`src/rtl/fetch_entry_queue_pkg.sv`:
```
// Shared frontend definitions for the fetch -> decode path.
//   MaxVlen       : widest supported virtual address; entries carry this many address bits.
//   fetch_entry_t : one decoded-boundary instruction (address, instruction, fault flag).
//   is_compressed : true when a 16-bit parcel starts a compressed instruction.
package fetch_entry_queue_pkg;

  localparam int unsigned MaxVlen = 64;

  typedef struct packed {
    logic [MaxVlen-1:0] addr;
    logic [31:0]        instr;
    logic               fault;
  } fetch_entry_t;

  function automatic logic is_compressed(input logic [15:0] half);
    return half[1:0] != 2'b11;
  endfunction

endpackage

```
`src/rtl/fetch_realign.sv`:
```
// Splits a 32-bit fetch word into up to two instruction entries and rejoins instructions that
// straddle two words.
//   clk_i, rst_i  : clock, synchronous active-high reset
//   flush_i       : drops the leftover half
//   accept_i      : the word on addr_i/data_i/fault_i is consumed this cycle
//   push_cnt_o    : number of entries produced (0..2), entry0_o first in address order
//   entry0_o/1_o  : produced entries
module fetch_realign
  import fetch_entry_queue_pkg::*;
#(
  parameter int unsigned VLEN = 64
) (
  input  logic            clk_i,
  input  logic            rst_i,
  input  logic            flush_i,
  input  logic            accept_i,
  input  logic [VLEN-1:0] addr_i,
  input  logic [31:0]     data_i,
  input  logic            fault_i,
  output logic [1:0]      push_cnt_o,
  output fetch_entry_t    entry0_o,
  output fetch_entry_t    entry1_o
);

  logic            lo_valid_q, lo_valid_d;
  logic [15:0]     lo_half_q, lo_half_d;
  logic [VLEN-1:0] lo_addr_q, lo_addr_d;

  logic [VLEN-1:0] addr_h, word_addr, upper_addr;
  logic            match;
  logic            take_upper;
  logic            unused_addr0;

  assign addr_h       = {addr_i[VLEN-1:1], 1'b0};
  assign word_addr    = {addr_i[VLEN-1:2], 2'b00};
  assign upper_addr   = word_addr + VLEN'(2);
  assign unused_addr0 = addr_i[0];
  // A leftover is only joined when the next word continues right behind it.
  assign match        = lo_valid_q && (addr_h == lo_addr_q + VLEN'(2));

  always_comb begin
    push_cnt_o = 2'd0;
    entry0_o   = '0;
    entry1_o   = '0;
    lo_valid_d = lo_valid_q;
    lo_half_d  = lo_half_q;
    lo_addr_d  = lo_addr_q;
    take_upper = 1'b0;
    if (accept_i) begin
      // Consumed or stale either way; only an uncompressed upper half re-arms it.
      lo_valid_d = 1'b0;
      if (fault_i) begin
        push_cnt_o     = 2'd1;
        entry0_o.addr  = MaxVlen'(match ? lo_addr_q : addr_h);
        entry0_o.fault = 1'b1;
      end else begin
        if (match) begin
          push_cnt_o     = 2'd1;
          entry0_o.addr  = MaxVlen'(lo_addr_q);
          entry0_o.instr = {data_i[15:0], lo_half_q};
          take_upper     = 1'b1;
        end else if (!addr_i[1]) begin
          push_cnt_o    = 2'd1;
          entry0_o.addr = MaxVlen'(word_addr);
          if (is_compressed(data_i[15:0])) begin
            entry0_o.instr = {16'h0, data_i[15:0]};
            take_upper     = 1'b1;
          end else begin
            entry0_o.instr = data_i;
          end
        end else begin
          take_upper = 1'b1;
        end

        if (take_upper) begin
          if (is_compressed(data_i[31:16])) begin
            if (push_cnt_o == 2'd0) begin
              entry0_o.addr  = MaxVlen'(upper_addr);
              entry0_o.instr = {16'h0, data_i[31:16]};
            end else begin
              entry1_o.addr  = MaxVlen'(upper_addr);
              entry1_o.instr = {16'h0, data_i[31:16]};
            end
            push_cnt_o = push_cnt_o + 2'd1;
          end else begin
            lo_valid_d = 1'b1;
            lo_half_d  = data_i[31:16];
            lo_addr_d  = upper_addr;
          end
        end
      end
    end
  end

  always_ff @(posedge clk_i) begin
    if (rst_i || flush_i) begin
      lo_valid_q <= 1'b0;
      lo_half_q  <= '0;
      lo_addr_q  <= '0;
    end else begin
      lo_valid_q <= lo_valid_d;
      lo_half_q  <= lo_half_d;
      lo_addr_q  <= lo_addr_d;
    end
  end

endmodule

```
`src/rtl/fetch_entry_queue.sv`:
```
// Fetch-side producer of the fetch -> decode handshake: realigns fetch words into instruction
// entries, buffers them in a Depth-entry FIFO and presents the head entries on NrIssuePorts lanes.
//   clk_i, rst_i          : clock, synchronous active-high reset
//   flush_i               : drops buffered entries and any partial instruction
//   fetch_valid_i/ready_o : fetch word handshake (addr, data, fault)
//   entry_valid_o/ready_i : per-lane decode handshake; lane 1 pops only together with lane 0
//   entry_addr/instr/fault_o : per-lane entry contents
module fetch_entry_queue
  import fetch_entry_queue_pkg::*;
#(
  parameter int unsigned NrIssuePorts = 1,
  parameter int unsigned VLEN         = 64,
  parameter int unsigned Depth        = 8
) (
  input  logic                                clk_i,
  input  logic                                rst_i,
  input  logic                                flush_i,
  input  logic                                fetch_valid_i,
  output logic                                fetch_ready_o,
  input  logic [VLEN-1:0]                     fetch_addr_i,
  input  logic [31:0]                         fetch_data_i,
  input  logic                                fetch_fault_i,
  output logic [NrIssuePorts-1:0]             entry_valid_o,
  input  logic [NrIssuePorts-1:0]             entry_ready_i,
  output logic [NrIssuePorts-1:0][VLEN-1:0]   entry_addr_o,
  output logic [NrIssuePorts-1:0][31:0]       entry_instr_o,
  output logic [NrIssuePorts-1:0]             entry_fault_o
);

  localparam int unsigned PtrW = $clog2(Depth);
  localparam int unsigned CntW = $clog2(Depth + 1);

  fetch_entry_t    mem_q [Depth];
  logic [PtrW-1:0] head_q, head_d, tail_q, tail_d, tail_p1;
  logic [CntW-1:0] count_q, count_d;

  logic            accept;
  logic [1:0]      push_cnt, pop_cnt;
  fetch_entry_t    entry0, entry1;
  logic [1:0]      valid_pad, ready_pad;

  // Space comes from the registered count only, so decode never sees a fetch -> entry path.
  assign fetch_ready_o = !rst_i && !flush_i && ((CntW'(Depth) - count_q) >= CntW'(2));
  assign accept        = fetch_valid_i && fetch_ready_o;

  fetch_realign #(
    .VLEN (VLEN)
  ) u_realign (
    .clk_i      (clk_i),
    .rst_i      (rst_i),
    .flush_i    (flush_i),
    .accept_i   (accept),
    .addr_i     (fetch_addr_i),
    .data_i     (fetch_data_i),
    .fault_i    (fetch_fault_i),
    .push_cnt_o (push_cnt),
    .entry0_o   (entry0),
    .entry1_o   (entry1)
  );

  for (genvar g = 0; g < NrIssuePorts; g++) begin : g_lane
    logic [PtrW-1:0] idx;
    assign idx              = head_q + PtrW'(g);
    assign entry_valid_o[g] = count_q > CntW'(g);
    assign entry_addr_o[g]  = mem_q[idx].addr[VLEN-1:0];
    assign entry_instr_o[g] = mem_q[idx].instr;
    assign entry_fault_o[g] = mem_q[idx].fault;
  end

  // Zero-padded to two lanes so a single-lane build never pops lane 1.
  assign valid_pad = 2'(entry_valid_o);
  assign ready_pad = 2'(entry_ready_i);
  assign pop_cnt   = {1'b0, ready_pad[0] & valid_pad[0]}
                   + {1'b0, ready_pad[1] & valid_pad[1] & ready_pad[0]};

  assign tail_p1 = tail_q + PtrW'(1);

  always_comb begin
    head_d  = head_q + PtrW'(pop_cnt);
    tail_d  = tail_q + PtrW'(push_cnt);
    count_d = count_q + CntW'(push_cnt) - CntW'(pop_cnt);
    if (flush_i) begin
      head_d  = '0;
      tail_d  = '0;
      count_d = '0;
    end
  end

  always_ff @(posedge clk_i) begin
    if (rst_i) begin
      head_q  <= '0;
      tail_q  <= '0;
      count_q <= '0;
      for (int i = 0; i < int'(Depth); i++) begin
        mem_q[i] <= '0;
      end
    end else begin
      head_q  <= head_d;
      tail_q  <= tail_d;
      count_q <= count_d;
      if (!flush_i && push_cnt != 2'd0) begin
        mem_q[tail_q] <= entry0;
        if (push_cnt == 2'd2) begin
          mem_q[tail_p1] <= entry1;
        end
      end
    end
  end

endmodule
```
`config.mk`:
```
export PLATFORM = sky130hd
export DESIGN_NAME = fetch_entry_queue
export DESIGN_NICKNAME = d
export VERILOG_FILES = /design/src/rtl/fetch_entry_queue_pkg.sv /design/src/rtl/fetch_realign.sv /design/src/rtl/fetch_entry_queue.sv
export SDC_FILE = /design/constraint.sdc
export NUM_CORES = 2
export LEC_CHECK = 0
export ABC_AREA = 1
export BUFFER_PORTS_ARGS = -buffer_cell sky130_fd_sc_hd__buf_4
export CAP_MARGIN = 25
export CORE_MARGIN = 10
export CORE_UTILIZATION = 28
export CTS_CLUSTER_DIAMETER = 60
export DETAILED_ROUTE_END_ITERATION = 8
export PLACE_DENSITY_LB_ADDON = 0.15
export RECOVER_POWER = 25
export SYNTH_ARGS = -nofsm -noshare
export SYNTH_HDL_FRONTEND = slang
export SYNTH_HIERARCHICAL = 1
export SYNTH_SLANG_ARGS = --single-unit
```
`constraint.sdc`:
```
create_clock -name clk_i -period 12.3 [get_ports clk_i]
set_clock_uncertainty 0.2 [all_clocks]
set_input_delay 0 -clock clk_i [delete_from_list [all_inputs] [get_ports clk_i]]
set_output_delay 0 -clock clk_i [all_outputs]
set_load 0.02 [all_outputs]
```
==> impl_metrics.csv <==
group,metric,value,unit
layout,nets,6666,
place,post-place-ws,3.80,ns
yosys,synth-edff-count,776,
worst_setup_path,crit-reg2reg-launch,"u_realign/lo_addr_q[1]",
route,drtIter0Drc,4163,
global_route,met2_usage,0.371,
yosys,yosysWarnings,6,
clock_tree,clk_path_buf_depth,3,
clock_tree,clock_latency,0.76,ns
floorplan,die_w,444,microns
pwr,p_clk_frac,0.427,
timing,max_freq,101,MHz
floorplan,start_util,0.282,
pwr,peakVddDrop,0.113,mV
pwr,leakagePower,20.9,nW
floorplan,die_area,197000,sq um
timing,setup_tns,0,ns
route,avgViaCountPerCell,5.21,
yosys,synth_cell_types,40,
outcome,status,"finished with violations",
global_route,use_met1,0.290,
timing,worst_pin_slew,6.36,ns
clock_tree,cts.repair.resized,0,
worst_setup_path,cp-startpoint,"head_q[0]",
clock_tree,cts-root-buf,"clkbuf_16",
yosys,ys.flop_type,"edfxtp_1",
clock_tree,clkTransAtPathRegs,0.06,ns
pwr,power.share.sequential,0.444,
pwr,switchingPower,2.15,mW
timing,hold_slack,0.0370,ns
run,maxCapViolations,8,
route,drt_wl_total,225,mm
timing,finalCritPeriodShare,0.802,
yosys,syn_area_per_cell,7.76,sq um
timing,layout_setup_ws,2.43,ns
pwr,p_int,5.34,mW
yosys,synthArstFlopShare,0,
worst_setup_path,critPathCaptureType,"primary output",
timing,setup_viol,0,
global_route,grt_pass1_vias,45434,
global_route,gr-max-usage-layer,"met2",
global_route,grt-ovfl-total,0,
clock_tree,cts_max_level,3,
timing,slew_viol_final,491,
pwr,combPwrFrac,0.129,
floorplan,ios,201,
route,ant_nets,0,
yosys,synth_area_leaders,"edfxtp_1 (46%), o21ai_0 (11%), nand2_1 (9.8%)",
worst_setup_path,required,12.10,ns
layout,drive_gt1_frac,0.0683,
global_route,grt_first_pass_wirelength,325,mm
worst_setup_path,startpoint_type,"flop",
floorplan,die_height,444,microns
yosys,yosys.area.top_type,"edfxtp_1",
route,dr.pass1.iters,6,
timing,finalCriticalPeriod,9.87,ns
global_route,antenna_found_initial,8,
place,place_congestion,0.925,
place,hpwlAfterDp,128,mm
floorplan,coreArea,179000,sq um
yosys,synth_top_area_share,0.463,
worst_setup_path,crit_fanout,156,
yosys,seq_area_frac_synth,0.499,
timing,rsz0062_at_grt,"false",
route,routedWlPerCell,25.0,microns
yosys,ys_ff_latch,866,
global_route,grt_max_degree,169,
clock_tree,clock_sinks,866,
worst_setup_path,crit_type,"flop to primary output",
global_route,grt.total_usage,0.219,
yosys,syn_area,50300,sq um
timing,hold_viol_final,0,
route,via_count,46911,
outcome,violations,"capacitance limit, slew limit",
place,portBuffers,199,
pwr,p_per_area,128,nW/um^2
worst_setup_path,worstPathArrival,9.67,ns
hold_path,hold_start,"fetch_addr_i[1]",
global_route,use_met3,0.0271,
clock_tree,cts_tree,"yes",
hold_path,hp-class,"primary input to flop",
pwr,p_total,7.48,mW
route,drc,0,
pwr,swShare,0.287,
layout,syn_to_final_growth,15.9,%
clock_tree,numCtsBuffers,112,
floorplan,rows,155,
yosys,synthCells,6486,
timing,slew_headroom,-3.24,
[cells by family (layout without fill, tap and decap cells)]
| logic type | count (synthesis) | after routing | share of synthesized area |
|---|---|---|---|
| compound gates | 1383 | 1383 | 0.139 |
| xor+xnor | 46 | 46 | 0.00800 |
| fa+ha+maj | 14 | 14 | 0.00378 |
| buf+inv | 1021 | 1161 | 0.0863 |
| flops | 866 | 866 | 0.499 |
| other cells | 1 | 23 | 0.0000745 |
| simple gates | 3155 | 3155 | 0.264 |
[critical path, cell delays in order (launching register included)]
cell and delay [ns]:
dfxtp_4 0.59, clkinvlp_2 4.74, clkbuf_2 2.21, o21ai_0 0.49
o21ai_0 0.15, nand2_1 0.08, nand2_1 0.28, clkbuf_1 0.27
[cells in the final DEF (no fill, tap or decap), drive strengths merged, types with 6 or more instances in the layout]
master / instances
xnor2: 17
o21ai: 1351
inv: 472
conb: 19
ha: 12
clkbuf: 244
dlygate4sd3: 199
nand4: 101
dfxtp: 90
nand2: 1329
edfxtp: 776
nand3: 562
buf: 196
nand3b: 7
xor2: 29
nor3: 83
clkinvlp: 6
clkinv: 40
a21oi: 25
o21bai: 6
nor2: 1069
[registers in the layout, indices dropped and copies added, names as in the netlist]
| signal | cells |
|---|---|
| u_realign/lo_half_q | 16 |
| count_q | 4 |
| head_q | 3 |
| u_realign/lo_valid_q | 1 |
| u_realign/lo_addr_q | 63 |
| mem_q | 776 |
| tail_q | 3 |
[cell type report]
cell class,count,area [sq um]
Antenna cell,4,10.0
Timing Repair Buffer,485,3970
Tap cell,2355,2950
Clock buffer,154,2990
Multi-Input combinational cell,4617,21000
Sequential cell,866,25100
Clock inverter,54,490
Fill cell,18888,120000
Inverter,468,1780
[through the flow]
step / util / area [sq um] / instances
final: 0.327 / 58300 / 9003
after global routing: 0.327 / 58300 / 9001
after CTS: 0.328 / 58700 / 8995
after detailed placement: 0.298 / 53200 / 8588
after global placement: 0.297 / 53100 / 8584
after floorplan: - / 50400 / 6504
[power groups by stage]
stage                     Combinational [mW]  Sequential (mW)  Clock (mW)
after global placement                 0.954             3.38           0
after global routing                    1.06             3.33        3.35
after CTS                               1.00             3.32        3.24
after floorplan                        0.562             3.38           0
after detailed placement               0.959             3.38           0
final                                  0.967             3.32        3.20
[routing by layer]
layer	vias to the layer above	share of wire
met3	380	0.059
met2	1760	0.47
met1	22997	0.43
li1	21772	-
met4	2	0.035
met5	-	0.000058
[cells in the mapped netlist (51+ instances only)]
library cell / instances
dfxtp_1: 90
nand4_1: 101
nor2_1: 1043
edfxtp_1: 776
buf_4: 57
o21ai_1: 222
nor3_1: 51
buf_2: 113
inv_1: 450
nand2_1: 1314
clkbuf_1: 316
nand3_1: 558
o21ai_0: 1118
[timing repair]
item / 4_1_cts / 5_1_grt
hold buffers: 199 / 0
hold endpoints to repair: 798 / 0
buffers inserted: 0 / 0
setup endpoints to repair: 0 / 0
[final timing paths]
check / end / slack [ns] / cells past startpoint
setup reg to reg: mem_q[5][52] / 2.45 / 25
hold / removal: mem_q[0][12] / 0.04 / 8
hold reg to reg: u_realign/lo_half_q[0] / 0.26 / 2
setup / recovery: entry_instr_o[15] / 2.43 / 7
Power figures use the tool's default switching activity.
